==> src/rtl/ascon_permutation_ctrl.sv <==
// ascon_permutation_ctrl
// Sequences the iterated ASCON permutation. The round function (constant
// addition, substitution, linear diffusion) sits outside this block. This
// block holds the 320-bit state and the round counter, supplies the round
// constant, and captures the datapath output once per clock. A start/done
// handshake connects it to the mode FSM above.

module ascon_permutation_ctrl #(
  parameter int NB_ROUNDS_MAX = 12
) (
  input  logic             clock_i,
  input  logic             reset_i,
  input  logic             start_i,
  input  logic [3:0]       nb_rounds_i,
  input  logic [4:0][63:0] state_i,
  input  logic [4:0][63:0] round_state_i,
  output logic [4:0][63:0] state_o,
  output logic [3:0]       round_o,
  output logic [7:0]       const_o,
  output logic             busy_o,
  output logic             done_o,
  output logic             err_o
);

  localparam logic [3:0] ROUNDS_MAX = 4'(NB_ROUNDS_MAX);
  localparam logic [3:0] LAST_ROUND = 4'(NB_ROUNDS_MAX - 1);

  typedef enum logic [1:0] {
    IDLE,
    RUN,
    DONE
  } fsm_t;

  fsm_t fsm_q;
  logic legal_rounds;

  // Only p^a (12 rounds) and the two p^b variants (6 or 8 rounds) are accepted.
  always_comb begin
    legal_rounds = (nb_rounds_i == 4'd6) || (nb_rounds_i == 4'd8) ||
                   (nb_rounds_i == 4'd12);
  end

  // The round constant is derived directly from the round index.
  assign const_o = {4'hF - round_o, round_o};

  // Control FSM. The state register, round counter and status flags are all registered here.
  always_ff @(posedge clock_i or posedge reset_i) begin
    if (reset_i) begin
      fsm_q   <= IDLE;
      state_o <= '0;
      round_o <= '0;
      busy_o  <= 1'b0;
      done_o  <= 1'b0;
      err_o   <= 1'b0;
    end else begin
      done_o <= 1'b0;
      err_o  <= 1'b0;
      case (fsm_q)
        IDLE, DONE: begin
          fsm_q <= IDLE;
          if (start_i) begin
            if (legal_rounds) begin
              state_o <= state_i;
              round_o <= ROUNDS_MAX - nb_rounds_i;
              busy_o  <= 1'b1;
              fsm_q   <= RUN;
            end else begin
              err_o <= 1'b1;
            end
          end
        end
        RUN: begin
          state_o <= round_state_i;
          if (round_o == LAST_ROUND) begin
            busy_o <= 1'b0;
            done_o <= 1'b1;
            fsm_q  <= DONE;
          end else begin
            round_o <= round_o + 4'd1;
          end
        end
        default: begin
          fsm_q  <= IDLE;
          busy_o <= 1'b0;
        end
      endcase
    end
  end

endmodule

==> config.mk <==
export PLATFORM = sky130hd
export DESIGN_NAME = ascon_permutation_ctrl
export DESIGN_NICKNAME = d
export VERILOG_FILES = /design/src/rtl/ascon_permutation_ctrl.sv
export SDC_FILE = /design/constraint.sdc
export NUM_CORES = 1
export LEC_CHECK = 0
export BUFFER_PORTS_ARGS = -buffer_cell sky130_fd_sc_hd__buf_2
export CAP_MARGIN = 20
export CORE_AREA = 3 3 386 388
export CTS_CLUSTER_DIAMETER = 80
export DETAILED_ROUTE_END_ITERATION = 8
export DIE_AREA = 0 0 389 391
export PLACE_DENSITY_LB_ADDON = 0.05
export SLEW_MARGIN = 10
export SYNTH_ARGS = -nofsm -noshare
export SYNTH_HDL_FRONTEND = slang
export SYNTH_SLANG_ARGS = --single-unit
==> constraint.sdc <==
create_clock -name clock_i -period 29.6 [get_ports clock_i]
set_clock_uncertainty 0.2 [all_clocks]
set_input_delay 2.96 -clock clock_i [delete_from_list [all_inputs] [get_ports clock_i]]
set_output_delay 2.96 -clock clock_i [all_outputs]
set_load 0.03 [all_outputs]
==> results.json, run 1 <==
{
  "status": "complete, no violations",
  "min_from": "state_o[134]$_DFFE_PP0P_",
  "hold_viol": 0,
  "die-width_um": 389,
  "gp_congestion": 0.808,
  "rows": 140,
  "cts_buffer_depth": 3,
  "drt_iter0_drc": 682,
  "synth_area_per_cell_um2": 8.31,
  "cts_tree": "done",
  "cp-startpoint": "nb_rounds_i[0]",
  "async_reset_ff_share_pct": 100,
  "use_met1_pct": 12.6,
  "synth_edf_count": 0,
  "grt_pass1_vias": 17800,
  "io_buffers": 981,
  "grt_use_total_pct": 12.2,
  "grt_pass1_wl_mm": 136,
  "syn_to_final_growth_pct": 56.7,
  "num_vias": 17100,
  "wl_mm": 97.9,
  "syn-num-nets": 2450,
  "vdd_drop_max_uv": 39.0,
  "wl_per_cell_um": 20.8,
  "drive_above_1_share_pct": 39.4,
  "end_kind": "flip-flop",
  "dp_hpwl_mm": 70.7,
  "yosysUniqueCellTypes": 29,
  "ctsResizeCount": 0,
  "max-slew-margin-rel_pct": 24.0,
  "coreArea_um2": 146000,
  "tightest_slew_ns": 1.14,
  "fin_hold_ws_ns": 0.310,
  "netlist_area_um2": 15000,
  "yosys_warnings": 0,
  "drt_pass1_iterations": 4,
  "ys_seq_area_share_pct": 55.0,
  "grt_antenna_before_repair": 91,
  "powerDensity_nw_per_um2": 124,
  "drtAntennaViolNets": 0,
  "initial_core_util_pct": 10.3,
  "fmax_ghz": 0.168,
  "crit-reg2reg-launch": "fsm_q[0]$_DFFE_PP0P_",
  "arrival_ns": 6.26,
  "fill_cells": 16900,
  "synth_top_flop_cell": "dfrtp_1",
  "start_kind": "input pin",
  "grt-ovfl-total": 0,
  "cts-root-buf": "clkbuf_16",
  "drc": 0,
  "hp-class": "flip-flop to flip-flop",
  "critPathRequiredTime_ns": 29.92,
  "die_h_um": 391,
  "die-area_um2": 152000,
  "clkTransAtPathRegs_ns": 0.05,
  "min_period_over_period_pct": 20.1,
  "rsz0062_at_grt": "false",
  "met2_usage_pct": 21.8,
  "routed_via_density": 3.65,
  "finalMaxSlewViolations": 0,
  "post_cts_buffers": 0,
  "ioPinCount": 982,
  "fin_crit_ns": 5.94,
  "netlist_instances": 1800,
  "final-setup-viol-count": 0,
  "cap_violations": 0,
  "design_power_total_mw": 2.90,
  "nNetsFinal": 3358,
  "h-tree-depth": 2,
  "crit_type": "input pin to flip-flop",
  "fin_setup_tns_ns": 0,
  "synth-seq-cells": 329,
  "p_leak_nw": 11.5,
  "met3_usage_pct": 5.21,
  "rrSetupSlack_ns": 25.56,
  "numClockSinks": 329,
  "clk-insertion-delay-late_ns": 0.60,
  "cts_buffers": 53,
  "grt.busiest_layer": "met2",
  "grt_max_degree": 162,
  "hold_buffers": 0,
  "crit_fanout": 70
}
-- registers in the layout (all words and copies together) (netlist names) --
register  count
state_o     320
fsm_q         2
err_o         1
done_o        1
round_o       4
busy_o        1
-- cell families (layout without fill, tap and decap cells) --
family          Yosys count  after routing  share of synthesized area, %
fa+ha+maj                 3              3                         0.251
buf+inv                 155           1103                          5.94
flops                   329            329                          55.0
xor+xnor                  3              3                         0.176
other cells               0             36                             0
compound gates          654            654                          22.0
simple gates            656            656                          16.6
-- stage by stage --
stage | utilization [%] | instance area, um^2 | worst slack, ns | std cells
floorplan | - | 15000 | 17.33 | 1800
global placement | 14.8 | 21600 | 23.02 | 4569
detailed placement | 14.8 | 21600 | 22.97 | 4569
CTS | 16.0 | 23300 | 23.67 | 4664
global route | 16.1 | 23400 | 23.33 | 4687
finish | 16.1 | 23500 | 23.66 | 4701
-- cell usage after synthesis, types with 2 or more instances --
| cell type | count | share of area, % |
|---|---|---|
| o21ai_0 | 2 | 0.067 |
| buf_2 | 42 | 1.4 |
| nand2b_1 | 2 | 0.084 |
| clkbuf_1 | 37 | 0.93 |
| dfrtp_1 | 329 | 55 |
| buf_1 | 32 | 0.80 |
| inv_1 | 7 | 0.18 |
| buf_4 | 6 | 0.30 |
| nor2b_1 | 2 | 0.084 |
| nand2_1 | 322 | 8.1 |
| ha_1 | 3 | 0.25 |
| buf_6 | 31 | 2.3 |
| nor2_1 | 324 | 8.1 |
| a21oi_1 | 645 | 22 |
| xor2_1 | 2 | 0.12 |
-- critical path: stages --
cell and delay (ns):
buf_2 0.09, inv_1 0.06, ha_1 0.21, and3b_1 0.23, o21ai_4 0.13, buf_4 0.55, buf_4 0.71, buf_4 0.81
nand2_1 0.15, a21oi_1 0.15
-- per-layer routing --
layer / part of all wire [%] / vias to the layer above
met5: 0.39 / -
met4: 3.6 / 62
met3: 9.6 / 237
met2: 51 / 691
met1: 35 / 8286
li1: - / 7871
-- path summary, 6_finish.rpt --
check                           cells after the start                        to
max in group asynchronous                           3  state_o[207]$_DFFE_PP0P_
worst max-delay path                               10  state_o[270]$_DFFE_PP0P_
worst min-delay path                                2  state_o[134]$_DFFE_PP0P_
worst max register to register                      6   state_o[96]$_DFFE_PP0P_
min in group asynchronous                           2   state_o[14]$_DFFE_PP0P_
worst min register to register                      2  state_o[134]$_DFFE_PP0P_
-- power by group --
group,switching (mW),internal (mW)
Sequential,0.125,0.681
Clock,0.250,0.381
Combinational,1.07,0.394
-- area by class of cell --
type | count | area [um^2] | area share, %
sequential | 329 | 8230 | 35.1
antenna | 36 | 90.1 | 0.384
tap | 1917 | 2400 | 10.2
multi-input combinational | 1316 | 5870 | 25.0
inverter | 7 | 33.8 | 0.144
clock buffer | 82 | 1550 | 6.59
clock inverter | 13 | 151 | 0.645
timing repair buffer | 1001 | 5130 | 21.9
-- layout by cell type, fill, tap and decap left out, drive strengths merged, types with 2 or more instances in the layout --
cell type,instances
nor2,324
dfrtp,329
xor2,2
bufinv,3
nand2b,2
inv,7
nand2,322
nor2b,2
buf,1001
clkinvlp,3
clkinv,7
ha,3
clkbuf,82
o21ai,4
diode,36
a21oi,645
No activity file was read; power rests on OpenSTA's default activity.
==> run 2: changes to the inputs <==
--- a/config.mk
+++ b/config.mk
@@ -5,12 +5,13 @@
 export SDC_FILE = /design/constraint.sdc
 export NUM_CORES = 1
 export LEC_CHECK = 0
+export ABC_AREA = 1
 export BUFFER_PORTS_ARGS = -buffer_cell sky130_fd_sc_hd__buf_2
 export CAP_MARGIN = 20
-export CORE_AREA = 3 3 386 388
+export CORE_AREA = 3 3 379 381
 export CTS_CLUSTER_DIAMETER = 80
 export DETAILED_ROUTE_END_ITERATION = 8
-export DIE_AREA = 0 0 389 391
+export DIE_AREA = 0 0 382 384
 export PLACE_DENSITY_LB_ADDON = 0.05
 export SLEW_MARGIN = 10
 export SYNTH_ARGS = -nofsm -noshare
==> constraint.sdc (replaced) <==
create_clock -name clock_i -period 5 [get_ports clock_i]
set_clock_uncertainty 0.2 [all_clocks]
set_input_delay 0.5 -clock clock_i [delete_from_list [all_inputs] [get_ports clock_i]]
set_output_delay 0.5 -clock clock_i [all_outputs]
set_load 0.03 [all_outputs]
==> run 2 against run 1 <==
  * Total power increased to 7.0 times the previous value
  * Sequential share of layout area decreased by 7.3 points
  * Hold slack got worse by 0.26 ns
  * Final area increased by 26%
  * Combinational power increased to 8.3 times the previous value
  * Flip-flop and latch count unchanged
  * Utilization increased by 5.0 points
  * Global-route usage increased by 1.3 points
  * Clock power increased to 5.6 times the previous value
  * Setup slack got worse by 22 ns
  * Largest cell class is now buffers
==> results.json, run 2 <==
{
  "status": "complete, no violations",
  "grt_max_degree": 173,
  "postLayoutSetupSlackWorst_ns": 1.61,
  "grt_use_total_pct": 13.5,
  "final_cell_mix": "nand2_1, buf_2, dlygate4sd3_1, nand3_1, dfrtp_1",
  "fmax_ghz": 0.295,
  "numClockSinks": 329,
  "ys_seq_area_share_pct": 47.8,
  "finalMaxSlewViolations": 0,
  "rsz0062_at_grt": "false",
  "design_power_total_mw": 20.4,
  "grt_pass1_wl_mm": 150,
  "async_reset_ff_share_pct": 100,
  "top_regs": "state_o x320, round_o x4, fsm_q x2",
  "num_vias": 20800,
  "syn_to_final_growth_pct": 72.2,
  "start_kind": "flip-flop",
  "ctsResizeCount": 0,
  "fin_crit_ns": 3.39,
  "yosys.area_share.adder_pct": 0.218,
  "rows": 138,
  "cts_buffer_depth": 3,
  "dp_hpwl_mm": 75.1,
  "cts-root-buf": "clkbuf_16",
  "fill_cells": 16300,
  "cts_buffers": 49,
  "arrival_ns": 3.73,
  "drc": 0,
  "nNetsFinal": 4444,
  "final-setup-viol-count": 0,
  "vdd_drop_max_uv": 366,
  "drive_above_1_share_pct": 28.4,
  "drtAntennaViolNets": 0,
  "die_h_um": 384,
  "grt_antenna_before_repair": 9,
  "synthTopCellsByArea": "dfrtp_1, nand2_1, nand3_1",
  "synth_area_per_cell_um2": 6.91,
  "clk-insertion-delay-late_ns": 0.59,
  "io_buffers": 981,
  "synth_xor_area_share_pct": 0.0509,
  "synth_compound_area_share_pct": 0.0872,
  "muxShareOfSynthArea_pct": 0,
  "netlist_instances": 2493,
  "synth_edf_count": 0,
  "powerDensity_nw_per_um2": 686,
  "wl_per_cell_um": 18.1,
  "place_ws_ns": 1.67,
  "coreArea_um2": 141000,
  "synth_top_flop_cell": "dfrtp_1",
  "ioPinCount": 982,
  "netlist_area_um2": 17200,
  "synth_top_family_by_area": "simple AND/OR/NAND/NOR gates",
  "gp_congestion": 0.820,
  "synth_top_area_share_pct": 47.8,
  "die-area_um2": 147000,
  "hp-class": "input pin to flip-flop",
  "yosysMostFrequentCell": "nand2_1",
  "largest_register_ffs": 320,
  "tightest_slew_ns": 1.03,
  "synthTopCellsByCount": "nand2_1, nand3_1, dfrtp_1",
  "hold_buffers": 425,
  "yosysUniqueCellTypes": 18,
  "grt_pass1_vias": 22000,
  "clkTransAtPathRegs_ns": 0.06,
  "synth-simple-area-share_pct": 45.3,
  "synth-seq-cells": 329,
  "grt-ovfl-total": 0,
  "top_register": "state_o",
  "cap_violations": 0,
  "post_cts_buffers": 0,
  "crit_fanout": 172,
  "syn-num-nets": 3143,
  "critPathRequiredTime_ns": 5.33,
  "end_kind": "flip-flop",
  "synth_area_leader_cell": "dfrtp_1",
  "drt_iter0_drc": 818,
  "drt_pass1_iterations": 5,
  "die-width_um": 382,
  "final_common_cell": "nand2_1",
  "h-tree-depth": 2,
  "wl_mm": 104,
  "initial_core_util_pct": 12.2,
  "cts_tree": "done",
  "max-slew-margin-rel_pct": 31.1,
  "yosys_warnings": 0,
  "crit_type": "flip-flop to flip-flop",
  "hold_viol": 0,
  "min_period_over_period_pct": 67.9,
  "p_leak_nw": 16.6,
  "routed_via_density": 3.63
}
run 2: area by class of cell:
class	count	area [um^2]	area share, %
inverters	10	48.8	0.165
flip-flops and latches	329	8230	27.8
well taps	1890	2360	7.97
diodes	3	7.51	0.0253
clock buffers	70	1410	4.74
clock inverters	17	215	0.726
repair buffers	1432	9500	32.0
multi-input cells	1972	7890	26.6
run 2: metrics by stage:
step	cells	utilization [%]	hold slack, ns	area (um^2)	setup TNS, ns
after detailed placement	5208	16.9	0.264	23800	0
after floorplan	2493	-	0.307	17200	-30.49
after global routing	5721	21.0	0.0263	29700	0
final	5723	21.1	0.0531	29700	0
after CTS	5720	21.0	0.0000977	29700	0
after global placement	5208	16.9	0.265	23800	0
run 2: final timing paths:
path	startpoint	to	slack, ns	depth (start not counted)
min in group asynchronous	reset_i	state_o[32]$_DFFE_PP0P_	0.37	3
setup reg to reg	fsm_q[0]$_DFFE_PP0P_	state_o[61]$_DFFE_PP0P_	1.61	9
hold reg to reg	busy_o$_DFFE_PP0P_	busy_o$_DFFE_PP0P_	0.27	2
hold / removal	state_i[196]	state_o[196]$_DFFE_PP0P_	0.05	5
setup / recovery	fsm_q[0]$_DFFE_PP0P_	state_o[61]$_DFFE_PP0P_	1.61	9
max in group asynchronous	reset_i	state_o[96]$_DFFE_PP0P_	2.99	4
run 2: per-layer routing:
| layer | track usage, % | wire length [um] |
|---|---|---|
| met4 | 4.49 | 3510 |
| met1 | 15.6 | 41400 |
| met5 | 0 | 41 |
| met3 | 4.12 | 7500 |
| met2 | 23.8 | 51300 |
run 2: cells by family after synthesis:
kind of cell | count (synthesis)
adder cells (fa/ha/maj) | 3
XOR/XNOR | 1
AND/OR/NAND/NOR | 1965
buffers and inverters | 192
flip-flops | 329
AO/OA/AOI/OAI | 3
run 2: worst max-delay path, stage by stage (launching register included):
cell           delay (ns)
dfrtp_1              0.36
inv_2                0.07
nor2_4               0.18
buf_12               0.63
buf_4                0.79
nand2_1              0.11
nand2_1              0.12
dlygate4sd3_1        0.57
nand2_1              0.06
nand2_1              0.08
run 2: where the power goes:
| part | switching [mW] | internal, mW | leakage [nW] |
|---|---|---|---|
| sequential | 0.701 | 3.99 | 4.07 |
| clock | 1.41 | 2.16 | 0.781 |
| combinational | 8.41 | 3.68 | 11.7 |
| total | 10.5 | 9.83 | 16.6 |
==> run 3: changes to the inputs <==
==> constraint.sdc (replaced) <==
create_clock -name clock_i -period 2.83 [get_ports clock_i]
set_clock_uncertainty 0.2 [all_clocks]
set_input_delay 0.283 -clock clock_i [delete_from_list [all_inputs] [get_ports clock_i]]
set_output_delay 0.283 -clock clock_i [all_outputs]
set_load 0.03 [all_outputs]
==> run 3 against run 2 <==
  * Register-to-register slack got worse by 1.4 ns
  * Global-route usage increased by 0.36 points
  * Total power up 88%
  * Sequential power rose by 77%
  * Die area unchanged
  * Final area grew 9.6%
  * Critical path depth unchanged
  * Utilization grew 2.0 points
  * Non-clock buffer count grew 269
  * Combinational power grew 93%
  * Clock power is 87% higher
  * First-iteration DRC count up 11%
==> results.json, run 3 (same netlist as run 2, synthesis figures left out) <==
{
  "finalMaxSlewViolations": 0,
  "drive_above_1_share_pct": 27.8,
  "p_leak_nw": 17.9,
  "grt_pass1_vias": 23600,
  "cts-root-buf": "clkbuf_16",
  "arrival_ns": 2.97,
  "hp-class": "input pin to flip-flop",
  "rr_endpoint": "state_o[277]$_DFFE_PP0P_",
  "wl_per_cell_um": 17.5,
  "crit-reg2reg-launch": "fsm_q[0]$_DFFE_PP0P_",
  "io_buffers": 981,
  "hold_viol": 0,
  "cts_buffer_depth": 3,
  "grt_antenna_before_repair": 3,
  "dpl_cell_area_um2": 24300,
  "grt_max_degree": 111,
  "die_h_um": 384,
  "wl_mm": 105,
  "clkPwrFrac_pct": 17.4,
  "die-width_um": 382,
  "end_kind": "flip-flop",
  "min_period_over_period_pct": 92.3,
  "drtAntennaViolNets": 0,
  "internal_power_mw": 19.2,
  "max-slew-margin-rel_pct": 51.7,
  "final_cell_mix": "nand2_1, buf_2, dlygate4sd3_1, nand3_1, dfrtp_1",
  "design_power_total_mw": 38.3,
  "fin_util_pct": 23.1,
  "vdd_drop_max_uv": 491,
  "comb_power_share_pct": 60.9,
  "drt_pass1_iterations": 5,
  "start_kind": "flip-flop",
  "worstSetupEndpoint": "state_o[277]$_DFFE_PP0P_",
  "drt_iter0_drc": 907,
  "r2r_cells": 9,
  "multi_input_area_um2": 7890,
  "critPathRequiredTime_ns": 3.19,
  "syn_to_final_growth_pct": 88.8,
  "cts_tree": "done",
  "cp-startpoint": "fsm_q[0]$_DFFE_PP0P_",
  "fin_crit_ns": 2.61,
  "powerDensity_nw_per_um2": 1180,
  "final-setup-viol-count": 0,
  "status": "complete, no violations",
  "rrSetupSlack_ns": 0.22,
  "drc": 0,
  "initial_core_util_pct": 12.2,
  "numClockSinks": 329,
  "top_register": "state_o",
  "hold_buffers": 646,
  "grt-ovfl-total": 0,
  "gp_congestion": 0.795,
  "largest_register_ffs": 320,
  "crit_type": "flip-flop to flip-flop",
  "nNetsFinal": 4715,
  "seq_area_um2": 8230,
  "die-area_um2": 147000,
  "grt_pass1_wl_mm": 155,
  "netSwitchingFraction_pct": 49.8,
  "num_vias": 21700,
  "p_switching_mw": 19.1,
  "fmax_ghz": 0.383,
  "final_common_cell": "nand2_1",
  "dp_hpwl_mm": 79.7,
  "coreArea_um2": 141000,
  "sequentialPowerShare_pct": 21.7,
  "clkTransAtPathRegs_ns": 0.06,
  "crit_fanout": 110,
  "rsz0062_at_grt": "false",
  "cap_violations": 0,
  "clk-insertion-delay-late_ns": 0.60,
  "final_area_um2": 32500,
  "routed_via_density": 3.61,
  "tightest_slew_ns": 0.725,
  "top_regs": "state_o x320, round_o x4, fsm_q x2",
  "rows": 138,
  "post_cts_buffers": 0,
  "grt_use_total_pct": 13.9,
  "h-tree-depth": 2,
  "cts_buffers": 51,
  "ioPinCount": 982,
  "ctsResizeCount": 0,
  "fill_cells": 16200
}
==> run 3: cell count changes in the layout (fill, tap and decap cells not counted), moves of 3 or more <==
| cell | change |
|---|---|
| dlygate4sd3_1 | +221 |
| buf_4 | +35 |
| buf_12 | +13 |
| clkbuf_1 | +3 |
| clkbuf_16 | +3 |
==> run 3: metal layers <==
| metal | up-vias | wire [um] | global-route usage, % | part of all wire, % |
|---|---|---|---|---|
| met2 | 644 | 51800 | 24.6 | 49 |
| met5 | - | 13 | 0 | 0.012 |
| met3 | 120 | 6780 | 3.79 | 6.4 |
| met4 | 2 | 3420 | 4.41 | 3.2 |
| met1 | 10000 | 43200 | 16.2 | 41 |
| li1 | 10900 | - | - | - |
==> run 3: critical path, cell delays in order (launching register included) <==
cell           delay (ns)
dfrtp_1              0.35
inv_2                0.07
nor2_4               0.20
buf_12               0.32
buf_4                0.32
nand2_1              0.08
nand2_1              0.09
dlygate4sd3_1        0.56
nand2_1              0.06
nand2_1              0.05
==> run 3: stage by stage <==
| stage | hold WS (ns) | setup WS (ns) | cells | setup TNS, ns |
|---|---|---|---|---|
| 6_report | 0.0189 | 0.218 | 5999 | 0 |
| 5_1_grt | 0.0106 | 0.0528 | 5998 | 0 |
| 4_1_cts | 0.0105 | 0.181 | 5997 | 0 |
| 3_5_place_dp | 0.0980 | 0.599 | 5256 | 0 |
| 3_3_place_gp | 0.0950 | 0.582 | 5256 | 0 |
| 2_1_floorplan | 0.203 | -2.05 | 2493 | -673.03 |
==> run 3: how the worst min path moves through the flow <==
stage                       from                        to  slack, ns  cells after the start
2_1_floorplan            start_i           err_o$_DFF_PP0_       0.20                      2
3_3_place_gp             reset_i  state_o[239]$_DFFE_PP0P_       0.09                      2
3_5_place_dp             reset_i  state_o[239]$_DFFE_PP0P_        0.1                      2
4_1_cts        round_state_i[21]   state_o[21]$_DFFE_PP0P_       0.01                      5
5_1_grt             state_i[208]  state_o[208]$_DFFE_PP0P_       0.01                      5
6_report            state_i[208]  state_o[208]$_DFFE_PP0P_       0.02                      5
==> run 3: area by class of cell <==
cell class | instances | area share (%)
multi-input cells | 1972 | 24.3
clock buffers | 74 | 4.50
flip-flops and latches | 329 | 25.3
diodes | 2 | 0.0154
clock inverters | 21 | 0.847
repair buffers | 1701 | 37.6
inverters | 10 | 0.150
well taps | 1890 | 7.27
==> run 3: power groups by stage <==
| stage | sequential [mW] | clock [mW] | combinational, mW |
|---|---|---|---|
| 2_1_floorplan | 12.7 | 0 | 8.08 |
| 5_1_grt | 8.62 | 7.20 | 25.7 |
| 3_3_place_gp | 8.43 | 0 | 21.2 |
| 4_1_cts | 8.33 | 7.01 | 24.1 |
| 3_5_place_dp | 8.36 | 0 | 20.9 |
| 6_report | 8.30 | 6.66 | 23.3 |
